`src/rtl/load_store_unit.sv`:
```
// Load/store unit: one outstanding data-memory access with base+offset addressing,
// range checking and a response that is held until the consumer takes it.
module load_store_unit #(
    parameter int ADDR_W = 8,
    parameter int DATA_W = 16
) (
    input  logic              clk,
    input  logic              rst,
    input  logic              req_valid,
    output logic              req_ready,
    input  logic              req_write,
    input  logic [ADDR_W-1:0] req_base,
    input  logic [ADDR_W-1:0] req_offset,
    input  logic [DATA_W-1:0] req_wdata,
    output logic              resp_valid,
    input  logic              resp_ready,
    output logic [DATA_W-1:0] resp_data,
    output logic              resp_err,
    output logic              mem_read_write,
    output logic [ADDR_W-1:0] mem_addr,
    output logic [DATA_W-1:0] mem_wdata,
    input  logic [DATA_W-1:0] mem_rdata
);

    typedef enum logic [1:0] {
        IDLE    = 2'd0,
        ACCESS  = 2'd1,
        CAPTURE = 2'd2,
        RESP    = 2'd3
    } state_t;

    state_t              state_r;
    logic                write_r;
    logic [DATA_W-1:0]   wdata_r;
    logic [ADDR_W:0]     eff_s;
    logic                accept_s;

    // Base plus sign-extended offset in ADDR_W+1 bits. Every out-of-range result
    // (negative, or past the top of memory) lands with the extra top bit set.
    function automatic logic [ADDR_W:0] eff_addr(input logic [ADDR_W-1:0] base,
                                                 input logic [ADDR_W-1:0] offset);
        eff_addr = {1'b0, base} + {offset[ADDR_W-1], offset};
    endfunction

    // Accept decode and effective address of the presented request.
    always_comb begin
        accept_s = req_valid && req_ready;
        eff_s    = eff_addr(req_base, req_offset);
    end

    // Control FSM; every output is a register updated on the state transitions.
    always_ff @(posedge clk) begin
        if (rst) begin
            state_r        <= IDLE;
            write_r        <= 1'b0;
            wdata_r        <= {DATA_W{1'b0}};
            req_ready      <= 1'b1;
            resp_valid     <= 1'b0;
            resp_data      <= {DATA_W{1'b0}};
            resp_err       <= 1'b0;
            mem_read_write <= 1'b0;
            mem_addr       <= {ADDR_W{1'b0}};
            mem_wdata      <= {DATA_W{1'b0}};
        end else begin
            case (state_r)
                IDLE: begin
                    if (accept_s) begin
                        write_r   <= req_write;
                        wdata_r   <= req_wdata;
                        req_ready <= 1'b0;
                        if (eff_s[ADDR_W]) begin
                            // Bad address: answer at once and leave memory alone.
                            state_r    <= RESP;
                            resp_valid <= 1'b1;
                            resp_err   <= 1'b1;
                            resp_data  <= {DATA_W{1'b0}};
                        end else begin
                            state_r        <= ACCESS;
                            mem_addr       <= eff_s[ADDR_W-1:0];
                            mem_read_write <= req_write;
                            if (req_write) begin
                                mem_wdata <= req_wdata;
                            end
                        end
                    end
                end
                ACCESS: begin
                    mem_read_write <= 1'b0;
                    state_r        <= CAPTURE;
                end
                CAPTURE: begin
                    resp_data  <= write_r ? wdata_r : mem_rdata;
                    resp_err   <= 1'b0;
                    resp_valid <= 1'b1;
                    state_r    <= RESP;
                end
                RESP: begin
                    if (resp_ready) begin
                        resp_valid <= 1'b0;
                        req_ready  <= 1'b1;
                        state_r    <= IDLE;
                    end
                end
                default: begin
                    state_r        <= IDLE;
                    req_ready      <= 1'b1;
                    resp_valid     <= 1'b0;
                    mem_read_write <= 1'b0;
                end
            endcase
        end
    end

endmodule

```
`config.mk`:
```
export PLATFORM = sky130hd
export DESIGN_NAME = load_store_unit
export DESIGN_NICKNAME = d
export VERILOG_FILES = /design/src/rtl/load_store_unit.sv
export SDC_FILE = /design/constraint.sdc
export NUM_CORES = 1
export LEC_CHECK = 0
export CAP_MARGIN = 20
export CORE_MARGIN = 4
export CORE_UTILIZATION = 45
export CTS_CLUSTER_SIZE = 8
export DETAILED_ROUTE_END_ITERATION = 6
export PLACE_DENSITY = 0.76
export RECOVER_POWER = 50
export SETUP_SLACK_MARGIN = 0.3
export SKIP_CTS_REPAIR_TIMING = 1
export SLEW_MARGIN = 0
export SYNTH_ARGS = -nofsm -noshare
export SYNTH_HDL_FRONTEND = slang
export SYNTH_SLANG_ARGS = --single-unit
```
`constraint.sdc`:
```
create_clock -name clk -period 5.8 [get_ports clk]
set_input_delay 0.87 -clock clk [delete_from_list [all_inputs] [get_ports clk]]
set_output_delay 0.87 -clock clk [all_outputs]
set_load 0.01 [all_outputs]
```
Yosys cells after proc, flatten, opt, wreduce, memory -nomap -nowiden

Cells that the tools add are included.

Logic and storage cells: 52
Output and inout port bits: 44
Register bits: 63

Reduce and logical (&&, ||, !) cells: 14
$add $sub $neg: 1
Equality and inequality tests: 7
Mux-type cells: 19
Bitwise logic cells: 1

Operators by type and width:

| cell                                                 | number |
|---|---|
| two-way mux 16 bit                                   | 3 |
| case mux 16 bit (2 select lines)                     | 1 |
| AND reduction 3 bit                                  | 4 |
| adder 8 x 9 -> 9 bit                                 | 1 |
| != test 2 bit (second input constant)                | 4 |
| case mux 2 bit (4 select lines)                      | 1 |
| AND reduction 4 bit                                  | 2 |
| two-way mux 1 bit                                    | 7 |
| two-way mux 2 bit                                    | 3 |
| case mux 1 bit (2 select lines)                      | 3 |
| nonzero test 2 bit                                   | 3 |
| equality test 2 bit (second input constant)          | 2 |
| AND reduction 2 bit                                  | 2 |
| case mux 1 bit (3 select lines)                      | 1 |
| nonzero test 3 bit                                   | 1 |
| equality test 2 x 1 -> 1 bit (second input constant) | 1 |
| zero test 2 bit                                      | 1 |
| logical AND 1 bit                                    | 1 |
| NOT 1 bit                                            | 1 |

Depth between registers and ports, before layout

Depth after elaboration: 4
Gate-level depth with buffers: 11
Depth with buffers taken out: 9

Worst setup path after synthesis

Ideal clock, no wire load.

Kind: in2reg
Start: input req_base[0]
End: register mem_wdata[10]
Path buffers: 1
Path slack: 2.918 ns
Arrival: 2.755 ns
Stages: 10
Path through: ha_1 inv_1 fa_1 nand2b_1 a21o_1 a21o_1 mux2i_4 buf_6 mux2i_1 nor2_1

Word-level cells in the longest chain between the ends: 3

RTL lines:

| item                          | line | text |
|---|---|---|
| start, declared               | 12   | `input logic [ADDR_W-1:0] req_base,` |
| adder 8 x 9 -> 9 bit          | 42   | `eff_addr = {1'b0, base} + {offset[ADDR_W-1], offset};` |
| NOT 1 bit (no line)           | n/a  |  |
| AND reduction 4 bit (no line) | n/a  |  |
| end signal, assigned          | 63   | `mem_wdata <= {DATA_W{1'b0}};` |
| end signal, assigned          | 82   | `mem_wdata <= req_wdata;` |
| end, declared                 | 21   | `output logic [DATA_W-1:0] mem_wdata,` |

No other way between the ends.
A chain may end at the register's enable or synchronous reset.

Worst setup path in the final report

Start: input req_base[0]
End: register mem_wdata[11]

Same word-level chain as after synthesis.

==> metrics.txt <==
# TYPE chip_impl_metric gauge
chip_impl_metric{name="synthesis.nets",unit=""} 403
chip_impl_info{name="clock_tree_from_tritoncts",value="built"} 1
chip_impl_metric{name="ant_nets",unit=""} 0
chip_impl_metric{name="route.detailed.drc",unit=""} 0
chip_impl_metric{name="critPathRequiredTime",unit="ps"} 5980
chip_impl_info{name="min_delay_worst_endpoint",value="resp_data[9]"} 1
chip_impl_metric{name="hold-path-cell-count",unit=""} 2
chip_impl_metric{name="setup_viol_count_final",unit=""} 0
chip_impl_metric{name="fin_worst_skew",unit="ps"} 6.45
chip_impl_metric{name="p_per_area",unit="mW/mm²"} 317
chip_impl_metric{name="cts-root-to-sink-buffers",unit=""} 2
chip_impl_metric{name="register_area",unit="mm²"} 0.00126
chip_impl_metric{name="irDropWorstVdd",unit="mV"} 0.170
chip_impl_metric{name="postPlaceCellArea",unit="mm²"} 0.00401
chip_impl_metric{name="final.setup.tns",unit="ps"} 0
chip_impl_metric{name="drive_above_1_share",unit="%"} 9.03
chip_impl_metric{name="finalHoldViolCount",unit=""} 0
chip_impl_metric{name="design.final.nets",unit=""} 493
chip_impl_metric{name="ys_types",unit=""} 41
chip_impl_metric{name="regToRegSetupSlack",unit="ps"} 3060
chip_impl_metric{name="totalWireLength",unit="mm"} 7.37
chip_impl_metric{name="final_min_period_over_clock_period",unit="%"} 58.5
chip_impl_info{name="synth_top_family_by_area",value="multiplexers"} 1
chip_impl_metric{name="filler_cell_count",unit=""} 543
chip_impl_metric{name="antenna_cells",unit=""} 0
chip_impl_metric{name="initial_core_util",unit="%"} 47.2
chip_impl_metric{name="grt_pass1_vias",unit=""} 2637
chip_impl_metric{name="synth_compound_gate_area_share",unit="%"} 9.40
chip_impl_metric{name="drt_pre_antenna_iters",unit=""} 4
chip_impl_metric{name="avgRoutedWirePerCell",unit="µm"} 14.5
chip_impl_info{name="setup_repair_after_global_routing_missed_its_margin",value="false"} 1
chip_impl_metric{name="slew-limit-headroom",unit="%"} 45.4
chip_impl_info{name="worst_hold_startpoint",value="resp_data[9]"} 1
chip_impl_info{name="criticalPathCategory",value="in2reg"} 1
chip_impl_metric{name="yosysSeqAreaShare",unit="%"} 41.4
chip_impl_info{name="postSynth.topFlopCell",value="sky130_fd_sc_hd__dfxtp_1"} 1
chip_impl_metric{name="syn-instance-count",unit=""} 337
chip_impl_metric{name="slew_limit_fails",unit=""} 0
chip_impl_metric{name="ys_seq_elements",unit=""} 63
chip_impl_info{name="clockRootBuffer",value="sky130_fd_sc_hd__clkbuf_8"} 1
chip_impl_metric{name="route.vias.total",unit=""} 2613
chip_impl_info{name="class_of_the_tightest_hold_or_removal_check",value="reg2reg"} 1
chip_impl_info{name="mostFrequentLayoutCell",value="sky130_fd_sc_hd__nand2_1"} 1
chip_impl_metric{name="gr-usage-all-layers",unit="%"} 18.5
chip_impl_metric{name="ff2ff_path_depth",unit=""} 7
chip_impl_metric{name="fmax",unit="MHz"} 295
chip_impl_info{name="commonest_non_fill_non_tap_cells_in_the_layout",value="72 x sky130_fd_sc_hd__nand2_1, 63 x sky130_fd_sc_hd__dfxtp_1, 50 x sky130_fd_sc_hd__clkdlybuf4s50_1"} 1
chip_impl_metric{name="cap_violations",unit=""} 0
chip_impl_metric{name="clk-insertion-delay-late",unit="ps"} 330
chip_impl_metric{name="number_of_rows_in_the_core_area",unit=""} 29
chip_impl_info{name="synth_top_area_cell",value="sky130_fd_sc_hd__dfxtp_1"} 1
chip_impl_metric{name="cts_inserted_buffers",unit=""} 9
chip_impl_metric{name="wire_length_of_the_first_global_routing_pass",unit="mm"} 12.4
chip_impl_metric{name="power.static_leakage",unit="nW"} 1.80
chip_impl_metric{name="multi_input_logic_area",unit="mm²"} 0.00165
chip_impl_metric{name="clk_pin_slew",unit="ps"} 60
chip_impl_metric{name="number_of_antenna_violations_at_the_first_check_in_global_routing",unit=""} 0
chip_impl_metric{name="synth.mux.area_fraction",unit="%"} 20.2
chip_impl_info{name="regToRegStartpoint",value="state_r[0]"} 1
chip_impl_metric{name="post_route_design_area",unit="mm²"} 0.00420
chip_impl_metric{name="io_pins",unit=""} 97
chip_impl_metric{name="total_die_area",unit="mm²"} 0.00815
chip_impl_metric{name="routed_via_density",unit=""} 5.13
chip_impl_metric{name="coreArea",unit="mm²"} 0.00646
chip_impl_metric{name="number_of_enable_flip_flop_cells_after_synthesis",unit=""} 0
chip_impl_metric{name="synthesis.yosys.warnings",unit=""} 0
chip_impl_info{name="critPathCaptureType",value="flop"} 1
chip_impl_metric{name="crit_arrival",unit="ps"} 3580
chip_impl_metric{name="io_buffers",unit=""} 96
chip_impl_metric{name="die_width",unit="µm"} 90.3
chip_impl_metric{name="worst-slew-pin-transition",unit="ps"} 802
chip_impl_metric{name="synthSimpleGateAreaFrac",unit="%"} 16.8
chip_impl_info{name="r2r_end",value="mem_wdata[11]"} 1
chip_impl_metric{name="die-height",unit="µm"} 90.3
chip_impl_metric{name="leftover_overflow_at_the_end_of_global_routing",unit=""} 0
chip_impl_metric{name="postSynth.asyncResetShare",unit="%"} 0
chip_impl_metric{name="dpl.hpwl",unit="mm"} 5.44
chip_impl_info{name="run_status",value="complete, no violations"} 1
chip_impl_metric{name="netlist.area_leader.share",unit="%"} 41.4
chip_impl_metric{name="grt_start_max_net_pins",unit=""} 47
chip_impl_metric{name="clkSinkCount",unit=""} 63
chip_impl_metric{name="path_max_fanout",unit=""} 17
chip_impl_metric{name="min_period",unit="ps"} 3390
chip_impl_metric{name="cts_max_level",unit=""} 3
chip_impl_metric{name="drtIter0Drc",unit=""} 85
chip_impl_metric{name="gp_congestion",unit=""} 0.833
chip_impl_metric{name="synth-adder-area-share",unit="%"} 5.58
chip_impl_info{name="worst_setup_path_start_kind",value="input pin"} 1
chip_impl_info{name="synth_area_leaders",value="sky130_fd_sc_hd__dfxtp_1 41%, sky130_fd_sc_hd__mux2i_1 13%, sky130_fd_sc_hd__nand2_1 8.9%, sky130_fd_sc_hd__mux2_2 5.9%, sky130_fd_sc_hd__ha_1 4.9%"} 1
chip_impl_metric{name="layout-area-overhead-vs-synth",unit="%"} 37.9
chip_impl_metric{name="share_of_the_synthesized_netlist_area_taken_by_xor_and_xnor_gates",unit="%"} 2.26
chip_impl_metric{name="netlist_area",unit="mm²"} 0.00305
chip_impl_metric{name="syn-mean-instance-area",unit="µm²"} 9.04
## routing by layer
metal	wire length [µm]	global-route usage (%)	vias to the layer above	part of all wire (%)
li1	-	-	1314	-
met1	3310	22.5	1209	45
met2	3470	30.7	75	47
met3	436	5.42	15	5.9
met4	157	7.27	0	2.1
met5	0	0	-	0
## stage by stage
step	util [%]	hold slack (ps)	cells	power [mW]	setup WS, ps
CTS	65.0	458	508	1.35	2390
floorplan	-	433	337	0.839	2920
global route	65.1	475	509	1.41	2260
detailed placement	62.0	448	492	0.982	2050
global placement	62.0	443	492	0.973	2130
finish	65.1	453	509	1.33	2410
## Yosys cell counts (2+ instances only)
master and instances:
sky130_fd_sc_hd__buf_2 2, sky130_fd_sc_hd__nor2b_1 3, sky130_fd_sc_hd__xnor2_1 5, sky130_fd_sc_hd__nor2_1 33
sky130_fd_sc_hd__o21ai_0 4, sky130_fd_sc_hd__o211ai_1 3, sky130_fd_sc_hd__a21o_1 3, sky130_fd_sc_hd__a21oi_1 25
sky130_fd_sc_hd__nand2b_1 3, sky130_fd_sc_hd__nand2_1 72, sky130_fd_sc_hd__inv_1 9, sky130_fd_sc_hd__clkbuf_1 10
sky130_fd_sc_hd__nor4_1 2, sky130_fd_sc_hd__buf_1 3, sky130_fd_sc_hd__and3_1 2, sky130_fd_sc_hd__nor3_1 3
sky130_fd_sc_hd__mux2i_4 2, sky130_fd_sc_hd__mux2i_1 39, sky130_fd_sc_hd__ha_1 12, sky130_fd_sc_hd__dfxtp_1 63
sky130_fd_sc_hd__mux2_2 16, sky130_fd_sc_hd__nand3_1 4
## sequential cells by signal, indices dropped and copies added, names as in the netlist
signal and flops:
resp_data 16, resp_err 1, write_r 1, req_ready 1, wdata_r 16, mem_addr 8
mem_read_write 1, state_r 2, resp_valid 1, mem_wdata 16
## worst max path at each step
stage,startpoint,endpoint,slack [ps],depth (start not counted)
after floorplan,req_base[0],mem_wdata[10],2920,10
after global placement,req_base[0],mem_wdata[7],2130,10
after detailed placement,req_base[0],mem_wdata[11],2050,10
after CTS,req_base[0],mem_wdata[11],2390,10
after global routing,req_base[0],mem_wdata[7],2260,10
final,req_base[0],mem_wdata[11],2410,10
## worst max-delay path, cell delays in order
cell	delay, ps
sky130_fd_sc_hd__clkdlybuf4s50_1	460
sky130_fd_sc_hd__ha_1	160
sky130_fd_sc_hd__inv_1	50
sky130_fd_sc_hd__fa_1	380
sky130_fd_sc_hd__nand2b_1	180
sky130_fd_sc_hd__a21o_1	220
sky130_fd_sc_hd__a21o_1	220
sky130_fd_sc_hd__mux2i_4	670
sky130_fd_sc_hd__mux2i_1	290
sky130_fd_sc_hd__nor2_1	60
## kinds of logic (layout without fill, tap and decap cells)
logic type | Yosys count | in the layout
simple gates | 125 | 125
flops | 63 | 63
mux | 57 | 57
compound gates | 44 | 44
buf+inv | 28 | 123
fa+ha+maj | 13 | 13
xor+xnor | 7 | 7
## report_power, final
| part | internal (mW) | switching, mW |
|---|---|---|
| clock network | 0.208 | 0.163 |
| logic | 0.207 | 0.220 |
| registers | 0.491 | 0.0434 |
## final cells by class
| class | instances | area share (%) |
|---|---|---|
| Clock buffer | 12 | 3.45 |
| Clock inverter | 4 | 1.07 |
| Inverter | 10 | 0.893 |
| Multi-Input combinational cell | 246 | 39.4 |
| Sequential cell | 63 | 30.0 |
| Tap cell | 77 | 2.29 |
| Timing Repair Buffer | 97 | 22.9 |
Power figures use the tool's default switching activity.
